===== src/rtl/alu_sys_pkg.sv =====
// Shared definitions for the UART-driven ALU subsystem: bus widths, the ALU
// command byte, controller state encoding and ALU function codes.
package alu_sys_pkg;

   localparam int         DATA_W          = 8;
   localparam int         FUN_W           = 4;
   localparam int         OUT_W           = 16;
   localparam logic [7:0] CMD_ALU_DEF     = 8'hCC;
   localparam int         TIMEOUT_CYC_DEF = 1023;

   typedef enum logic [2:0] {
      ST_IDLE     = 3'd0,
      ST_GET_A    = 3'd1,
      ST_GET_B    = 3'd2,
      ST_GET_FUN  = 3'd3,
      ST_ALU_REQ  = 3'd4,
      ST_ALU_WAIT = 3'd5,
      ST_TX_LSB   = 3'd6,
      ST_TX_MSB   = 3'd7
   } ctrl_state_t;

   localparam logic [3:0] ALU_FUN_ADD   = 4'h0;
   localparam logic [3:0] ALU_FUN_SUB   = 4'h1;
   localparam logic [3:0] ALU_FUN_MUL   = 4'h2;
   localparam logic [3:0] ALU_FUN_DIV   = 4'h3;
   localparam logic [3:0] ALU_FUN_AND   = 4'h4;
   localparam logic [3:0] ALU_FUN_OR    = 4'h5;
   localparam logic [3:0] ALU_FUN_NAND  = 4'h6;
   localparam logic [3:0] ALU_FUN_NOR   = 4'h7;
   localparam logic [3:0] ALU_FUN_XOR   = 4'h8;
   localparam logic [3:0] ALU_FUN_XNOR  = 4'h9;
   localparam logic [3:0] ALU_FUN_CMPEQ = 4'hA;
   localparam logic [3:0] ALU_FUN_CMPGT = 4'hB;
   localparam logic [3:0] ALU_FUN_CMPLT = 4'hC;
   localparam logic [3:0] ALU_FUN_SHR   = 4'hD;
   localparam logic [3:0] ALU_FUN_SHL   = 4'hE;

endpackage


===== src/rtl/alu_cmd_ctrl.sv =====
// Command controller between UART RX/TX and the ALU: parses CMD,A,B,FUN frames,
// pulses ALU_EN and returns the result LSB first. Optional timeout: ALU_CTRL_TIMEOUT_EN.
module alu_cmd_ctrl
   import alu_sys_pkg::*;
#(
   parameter int                    DATA_WIDTH  = DATA_W,
   parameter int                    FUN_WIDTH   = FUN_W,
   parameter int                    OUT_WIDTH   = OUT_W,
   parameter logic [DATA_WIDTH-1:0] CMD_ALU     = DATA_WIDTH'(CMD_ALU_DEF),
   parameter int                    TIMEOUT_CYC = TIMEOUT_CYC_DEF
) (
   input  logic                  clk,
   input  logic                  rst,
   input  logic [DATA_WIDTH-1:0] RX_P_DATA,
   input  logic                  RX_D_VLD,
   input  logic [OUT_WIDTH-1:0]  ALU_OUT,
   input  logic                  OUT_VLD,
   input  logic                  TX_BUSY,
   output logic [DATA_WIDTH-1:0] A,
   output logic [DATA_WIDTH-1:0] B,
   output logic [FUN_WIDTH-1:0]  ALU_FUN,
   output logic                  ALU_EN,
   output logic [DATA_WIDTH-1:0] TX_P_DATA,
   output logic                  TX_D_VLD,
   output logic                  CTRL_BUSY,
   output logic                  FRAME_ERR
);

   if (OUT_WIDTH != 2 * DATA_WIDTH || FUN_WIDTH > DATA_WIDTH || TIMEOUT_CYC < 2) begin : g_bad_params
      $error("alu_cmd_ctrl: need OUT_WIDTH == 2*DATA_WIDTH, FUN_WIDTH <= DATA_WIDTH, TIMEOUT_CYC >= 2");
   end

   ctrl_state_t           r_state;
   ctrl_state_t           w_state_next;
   logic [DATA_WIDTH-1:0] r_a;
   logic [DATA_WIDTH-1:0] r_b;
   logic [FUN_WIDTH-1:0]  r_fun;
   logic [DATA_WIDTH-1:0] r_tx_data;
   logic [DATA_WIDTH-1:0] r_res_msb;
   logic                  r_alu_en;
   logic                  r_tx_vld;
   logic                  r_busy;
   logic                  w_ld_a;
   logic                  w_ld_b;
   logic                  w_ld_fun;
   logic                  w_capture;
   logic                  w_tmo_hit;

`ifdef ALU_CTRL_TIMEOUT_EN
   localparam int TMO_W = $clog2(TIMEOUT_CYC);

   logic [TMO_W-1:0] r_tmo_cnt;
   logic             r_frame_err;
   logic             w_in_get;

   assign w_in_get  = (r_state == ST_GET_A) || (r_state == ST_GET_B) || (r_state == ST_GET_FUN);
   // A byte arriving on the expiry cycle takes priority over the timeout.
   assign w_tmo_hit = w_in_get && !RX_D_VLD && (r_tmo_cnt == TMO_W'(TIMEOUT_CYC - 1));

   always_ff @(posedge clk or negedge rst) begin
      if (!rst) begin
         r_tmo_cnt   <= '0;
         r_frame_err <= 1'b0;
      end else begin
         r_frame_err <= w_tmo_hit;
         if (!w_in_get || RX_D_VLD || w_tmo_hit) begin
            r_tmo_cnt <= '0;
         end else begin
            r_tmo_cnt <= r_tmo_cnt + 1'b1;
         end
      end
   end

   assign FRAME_ERR = r_frame_err;
`else
   assign w_tmo_hit = 1'b0;
   assign FRAME_ERR = 1'b0;
`endif

   always_comb begin
      w_state_next = r_state;
      w_ld_a       = 1'b0;
      w_ld_b       = 1'b0;
      w_ld_fun     = 1'b0;
      w_capture    = 1'b0;
      case (r_state)
         ST_IDLE: begin
            if (RX_D_VLD && (RX_P_DATA == CMD_ALU)) w_state_next = ST_GET_A;
         end
         ST_GET_A: begin
            if (RX_D_VLD) begin
               w_ld_a       = 1'b1;
               w_state_next = ST_GET_B;
            end else if (w_tmo_hit) begin
               w_state_next = ST_IDLE;
            end
         end
         ST_GET_B: begin
            if (RX_D_VLD) begin
               w_ld_b       = 1'b1;
               w_state_next = ST_GET_FUN;
            end else if (w_tmo_hit) begin
               w_state_next = ST_IDLE;
            end
         end
         ST_GET_FUN: begin
            if (RX_D_VLD) begin
               w_ld_fun     = 1'b1;
               w_state_next = ST_ALU_REQ;
            end else if (w_tmo_hit) begin
               w_state_next = ST_IDLE;
            end
         end
         ST_ALU_REQ:  w_state_next = ST_ALU_WAIT;
         ST_ALU_WAIT: begin
            if (OUT_VLD) begin
               w_capture    = 1'b1;
               w_state_next = ST_TX_LSB;
            end
         end
         ST_TX_LSB:   if (!TX_BUSY) w_state_next = ST_TX_MSB;
         ST_TX_MSB:   if (!TX_BUSY) w_state_next = ST_IDLE;
         default:     w_state_next = ST_IDLE;
      endcase
   end

   // Output registers are decoded from the next state so they line up with r_state.
   always_ff @(posedge clk or negedge rst) begin
      if (!rst) begin
         r_state   <= ST_IDLE;
         r_a       <= '0;
         r_b       <= '0;
         r_fun     <= '0;
         r_tx_data <= '0;
         r_res_msb <= '0;
         r_alu_en  <= 1'b0;
         r_tx_vld  <= 1'b0;
         r_busy    <= 1'b0;
      end else begin
         r_state  <= w_state_next;
         r_alu_en <= (w_state_next == ST_ALU_REQ);
         r_tx_vld <= (w_state_next == ST_TX_LSB) || (w_state_next == ST_TX_MSB);
         r_busy   <= (w_state_next != ST_IDLE);
         if (w_ld_a)   r_a   <= RX_P_DATA;
         if (w_ld_b)   r_b   <= RX_P_DATA;
         if (w_ld_fun) r_fun <= RX_P_DATA[FUN_WIDTH-1:0];
         if (w_capture) begin
            r_res_msb <= ALU_OUT[OUT_WIDTH-1:DATA_WIDTH];
            r_tx_data <= ALU_OUT[DATA_WIDTH-1:0];
         end else if ((r_state == ST_TX_LSB) && !TX_BUSY) begin
            r_tx_data <= r_res_msb;
         end
      end
   end

   assign A         = r_a;
   assign B         = r_b;
   assign ALU_FUN   = r_fun;
   assign ALU_EN    = r_alu_en;
   assign TX_P_DATA = r_tx_data;
   assign TX_D_VLD  = r_tx_vld;
   assign CTRL_BUSY = r_busy;

endmodule

===== config.mk =====
export PLATFORM = sky130hd
export DESIGN_NAME = alu_cmd_ctrl
export DESIGN_NICKNAME = d
export VERILOG_FILES = /design/src/rtl/alu_sys_pkg.sv /design/src/rtl/alu_cmd_ctrl.sv
export SDC_FILE = /design/constraint.sdc
export NUM_CORES = 1
export LEC_CHECK = 0
export CORE_MARGIN = 4
export CORE_UTILIZATION = 45
export CTS_CLUSTER_SIZE = 16
export DETAILED_ROUTE_END_ITERATION = 8
export GPL_TIMING_DRIVEN = 1
export PLACE_DENSITY = 0.88
export SLEW_MARGIN = 30
export SYNTH_ARGS = -nofsm -noshare
export SYNTH_HDL_FRONTEND = slang
export SYNTH_SLANG_ARGS = --single-unit

===== constraint.sdc =====
create_clock -name clk -period 1.52 [get_ports clk]
set_input_delay 0.152 -clock clk [delete_from_list [all_inputs] [get_ports clk]]
set_output_delay 0.152 -clock clk [all_outputs]
set_load 0.01 [all_outputs]

==> results of run 1 <==
==> cells by family (layout without fill, tap and decap cells) <==
group	after synthesis	count (layout)	synth area share (%)
flops	42	42	58.6
mux	36	36	22.0
simple gates	31	31	10.5
compound gates	19	19	5.51
buf+inv	10	86	3.14
other cells	1	1	0.209
==> power groups by stage <==
stage	Combinational (mW)	Sequential [mW]	Clock, mW
after floorplan	1.01	2.14	0
after CTS	2.43	2.05	0.666
after detailed placement	2.40	2.06	0
final	2.47	2.05	0.648
after global routing	2.67	2.12	0.726
after global placement	2.29	2.01	0
==> per-layer routing <==
layer	global-route usage, %	part of all wire [%]	vias up
met4	7.72	2.2	0
met2	33.7	55	52
met5	0	0	-
met3	3.84	5.0	11
li1	-	-	632
met1	22.5	37	663
==> metrics by stage <==
step / instances / hold slack [ns] / setup slack, ns / setup TNS (ns)
final: 263 / 0.396 / 0.0507 / 0
after global routing: 263 / 0.439 / -0.00199 / -0.00199
after CTS: 261 / 0.367 / 0.0336 / 0
after detailed placement: 253 / 0.131 / -0.229 / -2.96
after global placement: 253 / 0.121 / -0.157 / -1.79
after floorplan: 139 / -0.144 / 0.138 / 0
==> layout make-up <==
| cell class | instances | area [um2] | area share (%) |
|---|---|---|---|
| repair buffers | 76 | 753 | 28.5 |
| well taps | 48 | 60.1 | 2.27 |
| multi-input cells | 87 | 688 | 26.0 |
| flip-flops and latches | 42 | 1050 | 39.9 |
| inverters | 3 | 11.3 | 0.426 |
| clock buffers | 7 | 76.3 | 2.89 |
==> placed cells by master (no fill, tap or decap), types with 2 or more instances in the layout <==
cell type and n:
o21ai_1 2, inv_1 2, nand4_1 2, clkdlybuf4s50_1 58, or2_2 2, dfrtp_2 2, nor3_4 2, clkbuf_8 5
nor2_1 10, mux2_2 25, mux2i_1 8, buf_12 3, mux2_1 3, nand2b_1 3, clkbuf_1 2, nand2_1 4
nor2b_1 2, o21ai_0 2, dfrtp_1 40, buf_4 13, a21oi_1 13, nor4bb_1 2
==> path summary, 6_finish.rpt <==
check | startpoint | to | slack (ns)
max reg2reg | r_state[1] | A[2] | 0.05
min | rst | A[2] | 0.40
min reg2reg | r_res_msb[0] | r_res_msb[0] | 0.51
min in group clk | ALU_OUT[4] | TX_P_DATA[4] | 0.45
max in group asynchronous | rst | A[6] | 0.64
max | r_state[1] | A[2] | 0.05
==> state kept, by name, summed over array words and instances, names as in the netlist <==
name,count
A,8
ALU_EN,1
ALU_FUN,4
B,8
CTRL_BUSY,1
TX_D_VLD,1
TX_P_DATA,8
r_res_msb,8
r_state,3
==> timing repair <==
action                                  CTS  global route
hold buffers                              1             0
endpoints found under the setup margin   15            17
cloned                                    0             0
hold endpoints to repair                 19             0
gates resized for setup                   1             4
setup buffers                             0             2
==> impl_metrics.env, run 1 <==
export IMPL_status="completed"
export IMPL_cts_clk_slew_worst_paths_ns=0.07
export IMPL_synth_top_area_share_pct=58.6
export IMPL_drv_slew=0
export IMPL_end_kind="flop"
export IMPL_setup_viol_count_final=0
export IMPL_grt_start_max_net_pins=25
export IMPL_synth_main_ff_cell="dfrtp_1"
export IMPL_die_area_um2=5060
export IMPL_netlist_instances=139
export IMPL_max_stage_delay_ns=0.48
export IMPL_hold_viol_final=0
export IMPL_crit_buf_inv=2
export IMPL_post_route_period_util_pct=96.7
export IMPL_worstPathMaxFanout=11
export IMPL_ios=61
export IMPL_start_util_pct=47.9
export IMPL_num_antenna_cells=0
export IMPL_dieHeight_um=71.1
export IMPL_grt_pass1_vias=1533
export IMPL_timing_critical_path_mode_cell="buf_4"
export IMPL_crit_chain="buf_4 > nor3_4 > buf_4 > mux2_1"
export IMPL_die_w_um=71.1
export IMPL_dp_hpwl_um=3390
export IMPL_synth_seq_cells=42
export IMPL_first_pass_iters=7
export IMPL_crit_cells=4
export IMPL_gp_congestion=0.838
export IMPL_final_nets=244
export IMPL_grt_pass1_wl_um=7500
export IMPL_holdCritPathClass="input pin to asynchronous set/reset pin"
export IMPL_maxCapViolations=0
export IMPL_worstPathRequired_ns=1.68
export IMPL_start_kind="flop"
export IMPL_swShare_pct=33.0
export IMPL_grt_overflow_total=0
export IMPL_combPwrFrac_pct=47.8
export IMPL_fin_area_um2=2640
export IMPL_clock_sinks=42
export IMPL_power_share_sequential_pct=39.6
export IMPL_synth_most_common_cell="dfrtp_1"
export IMPL_layout_drive_gt1_share_pct=26.5
export IMPL_place_area_um2=2540
export IMPL_clockBufferDepth=2
export IMPL_p_leak_nw=1.13
export IMPL_antenna_found_initial=0
export IMPL_synth_async_sr_flop_share_pct=100
export IMPL_crit_path_top_delay_cell="dfrtp_2"
export IMPL_clock_latency_ns=0.28
export IMPL_io_buffers=59
export IMPL_synth_edff_count=0
export IMPL_core_area_um2=3740
export IMPL_vias=1358
export IMPL_drtAntennaViolNets=0
export IMPL_synthesis_nets=168
export IMPL_grt_usage_pct=19.1
export IMPL_ir_drop_mv=1.31
export IMPL_crit_family="flip-flops"
export IMPL_route_detailed_drc=0
export IMPL_yosysWarningCount=0
export IMPL_cts_root_buf="clkbuf_8"
export IMPL_fp_row_count=22
export IMPL_intPower_mw=3.46
export IMPL_skew_ns=0.00695
export IMPL_yosysTopAreaCell="dfrtp_1"
export IMPL_drt_iter0_drc=74
export IMPL_cts_htree_levels=2
export IMPL_synth_area_leaders="dfrtp_1 (59%), mux2_2 (16%), mux2i_1 (4.5%)"
export IMPL_tritoncts="done"
export IMPL_clock_fmax_mhz=681
export IMPL_p_per_area_nw_per_um2=1950
export IMPL_synthTopCellsByCount="dfrtp_1 (42), mux2_2 (25), a21oi_1 (13), nor2_1 (10), mux2i_1 (8)"
export IMPL_worst_ep_arrival_time_ns=1.63
export IMPL_via_per_inst=5.16
export IMPL_syn2layout_area_growth_pct=47.3
export IMPL_ys_types=27
export IMPL_r2r_cells=4
export IMPL_drt_total_wl_um=4470
export IMPL_numCtsBuffers=5
export IMPL_ys_seq_area_share_pct=58.6
export IMPL_syn_area_um2=1790
export IMPL_fillers=268
export IMPL_min_period_ns=1.47
export IMPL_switchingPower_mw=1.70
export IMPL_routedWlPerCell_um=17.0
export IMPL_power_frac_clock_pct=12.6
export IMPL_fin_util_pct=70.6
export IMPL_finalPower_mw=5.16
export IMPL_critPathKind="flop to flop"
export IMPL_syn_avg_cell_area_um2=12.9
Power figures use the tool's default switching activity.
==> run 2, diff against run 1 <==
Settings changed: ABC_AREA set to 1, CORE_UTILIZATION 45 to 44, SLEW_MARGIN 30 to 10.
==> run 2 against run 1 <==
Compared with the run above: clock-buffer cell count decreased by 1; critical path depth decreased by 3; register-to-register slack improved by 0.11 ns; via count increased by 9.8%; global-route usage decreased by 2.2 points; maximum frequency increased by 8.1%; hold slack got worse by 0.081 ns; power decreased by 7.9%; largest cell class unchanged.
==> impl_metrics.env, run 2 <==
export IMPL_rsz0062_at_grt="no"
export IMPL_grt_use_met3_pct=3.13
export IMPL_synthTopCellsByCount="nand2_1 (70), dfrtp_1 (42), o21ai_0 (21), inv_1 (19), nor2_1 (10)"
export IMPL_ys_seq_area_share_pct=61.1
export IMPL_crit_family="buffers and inverters"
export IMPL_gr_usage_met2_pct=30.6
export IMPL_fp_row_count=22
export IMPL_hold_viol_final=0
export IMPL_grt_overflow_total=0
export IMPL_grt_usage_pct=16.9
export IMPL_p_per_area_nw_per_um2=1880
export IMPL_start_kind="flop"
export IMPL_max_stage_delay_ns=0.57
export IMPL_synth_edff_count=0
export IMPL_dp_hpwl_um=3060
export IMPL_num_antenna_cells=0
export IMPL_worstPathRequired_ns=1.37
export IMPL_die_area_um2=4970
export IMPL_dp_cells=302
export IMPL_synth_main_ff_cell="dfrtp_1"
export IMPL_die_w_um=70.5
export IMPL_start_util_pct=46.3
export IMPL_grt_pass1_wl_um=6650
export IMPL_final_cell_mix="nand2_1 (70), clkdlybuf4s50_1 (58), dfrtp_1 (42)"
export IMPL_route_detailed_drc=0
export IMPL_yosysWarningCount=0
export IMPL_syn2layout_area_growth_pct=46.9
export IMPL_synth_most_common_cell="nand2_1"
export IMPL_drt_total_wl_um=4020
export IMPL_via_per_inst=4.79
export IMPL_holdWs_ns=0.315
export IMPL_numCtsBuffers=5
export IMPL_layout_drive_gt1_share_pct=7.22
export IMPL_holdCritPathClass="input pin to asynchronous set/reset pin"
export IMPL_p_leak_nw=1.21
export IMPL_clock_latency_ns=0.30
export IMPL_clock_fmax_mhz=736
export IMPL_min_period_ns=1.36
export IMPL_vias=1491
export IMPL_post_cts_buffers=0
export IMPL_critPathKind="flop to primary output"
export IMPL_drt_iter0_drc=79
export IMPL_drtAntennaViolNets=0
export IMPL_grt_start_max_net_pins=25
export IMPL_cts_root_buf="clkbuf_8"
export IMPL_clock_sinks=42
export IMPL_end_kind="primary output"
export IMPL_ios=61
export IMPL_grt_pass1_vias=1498
export IMPL_worstPathMaxFanout=2
export IMPL_clockBufferDepth=2
export IMPL_routedWlPerCell_um=12.9
export IMPL_final_common_cell="nand2_1"
export IMPL_met1_usage_pct=19.1
export IMPL_synth_area_leaders="dfrtp_1 (61%), nand2_1 (15%), o21ai_0 (6.1%)"
export IMPL_final_nets=291
export IMPL_ys_types=15
export IMPL_crit_chain="clkdlybuf4s50_1"
export IMPL_worst_ep_arrival_time_ns=1.21
export IMPL_synth_async_sr_flop_share_pct=100
export IMPL_core_area_um2=3720
export IMPL_ir_drop_mv=0.847
export IMPL_grt_busiest_layer="met2"
export IMPL_fillers=300
export IMPL_final_cell_count_no_fill=311
export IMPL_crit_buf_inv=1
export IMPL_status="completed"
export IMPL_dieHeight_um=70.5
export IMPL_synthesis_nets=222
export IMPL_crit_path_top_delay_cell="clkdlybuf4s50_1"
export IMPL_cts_clk_slew_worst_paths_ns=0.08
export IMPL_synth_top_area_share_pct=61.1
export IMPL_yosysTopAreaCell="dfrtp_1"
export IMPL_skew_ns=0.00823
export IMPL_finalPower_mw=4.76
export IMPL_drv_slew=0
export IMPL_first_pass_iters=4
export IMPL_syn_area_um2=1720
export IMPL_post_route_period_util_pct=89.4
export IMPL_tritoncts="done"
export IMPL_netlist_instances=193
export IMPL_cts_htree_levels=2
export IMPL_setup_viol_count_final=0
export IMPL_maxCapViolations=0
export IMPL_fin_util_pct=68.0
export IMPL_synth_seq_cells=42
export IMPL_syn_avg_cell_area_um2=8.91
export IMPL_antenna_found_initial=0
export IMPL_gp_congestion=0.892
export IMPL_io_buffers=59
==> run 2: cell count changes after synthesis, sizes merged, moves of 8 or more <==
cell and change:
inv +18, mux2i -8, o211ai +9, o21ai +17
mux2 -28, a21oi -13, nand2 +67
==> run 2: cell families (layout without fill, tap and decap cells) <==
group / count (synthesis) / after routing / share of synthesized area, %
AND/OR/NAND/NOR: 94 / 94 / 22.0
flip-flops: 42 / 42 / 61.1
AO/OA/AOI/OAI: 30 / 30 / 10.0
buffers and inverters: 26 / 96 / 6.69
other: 1 / 1 / 0.218
==> run 2: final timing paths <==
path | depth (start not counted) | startpoint | endpoint | slack, ns
worst max-delay path | 1 | B[5] | B[5] | 0.16
worst min-delay path | 2 | rst | A[3] | 0.31
worst max register to register | 6 | r_state[1] | CTRL_BUSY | 0.16
worst min register to register | 2 | r_res_msb[7] | r_res_msb[7] | 0.48
max in group asynchronous | 3 | rst | TX_P_DATA[0] | 0.73
min in group clk | 3 | ALU_OUT[9] | r_res_msb[1] | 0.38
==> run 2: area by class of cell <==
type | instances | area [um2] | share of cell area (%)
tap | 48 | 60.1 | 2.38
timing repair buffer | 67 | 673 | 26.6
multi-input combinational | 125 | 554 | 21.9
sequential | 42 | 1050 | 41.6
clock inverter | 2 | 37.5 | 1.49
inverter | 21 | 78.8 | 3.12
clock buffer | 6 | 72.6 | 2.87
==> run 2: repair_timing <==
| action | in CTS | in global routing |
|---|---|---|
| hold buffers | 1 | 0 |
| hold endpoints to repair | 18 | 0 |
| resized for setup | 0 | 0 |
==> run 2: metal layers <==
| layer | wire length (um) | up-vias |
|---|---|---|
| li1 | - | 753 |
| met1 | 1660 | 703 |
| met2 | 2110 | 25 |
| met3 | 137 | 10 |
| met4 | 108 | 0 |
| met5 | 0 | - |
==> run 2: through the flow <==
step / TNS [ns] / area [um2] / setup slack [ns]
floorplan: 0 / 1720 / 0.342
global placement: 0 / 2410 / 0.100
detailed placement: -0.00372 / 2410 / -0.00372
CTS: 0 / 2530 / 0.145
global route: 0 / 2530 / 0.0169
finish: 0 / 2530 / 0.160
==> run 2: power breakdown <==
group | total (mW) | internal, mW | switching (mW)
combinational | 2.01 | 1.05 | 0.961
sequential | 1.89 | 1.62 | 0.273
clock | 0.858 | 0.490 | 0.369
total | 4.76 | 3.15 | 1.60
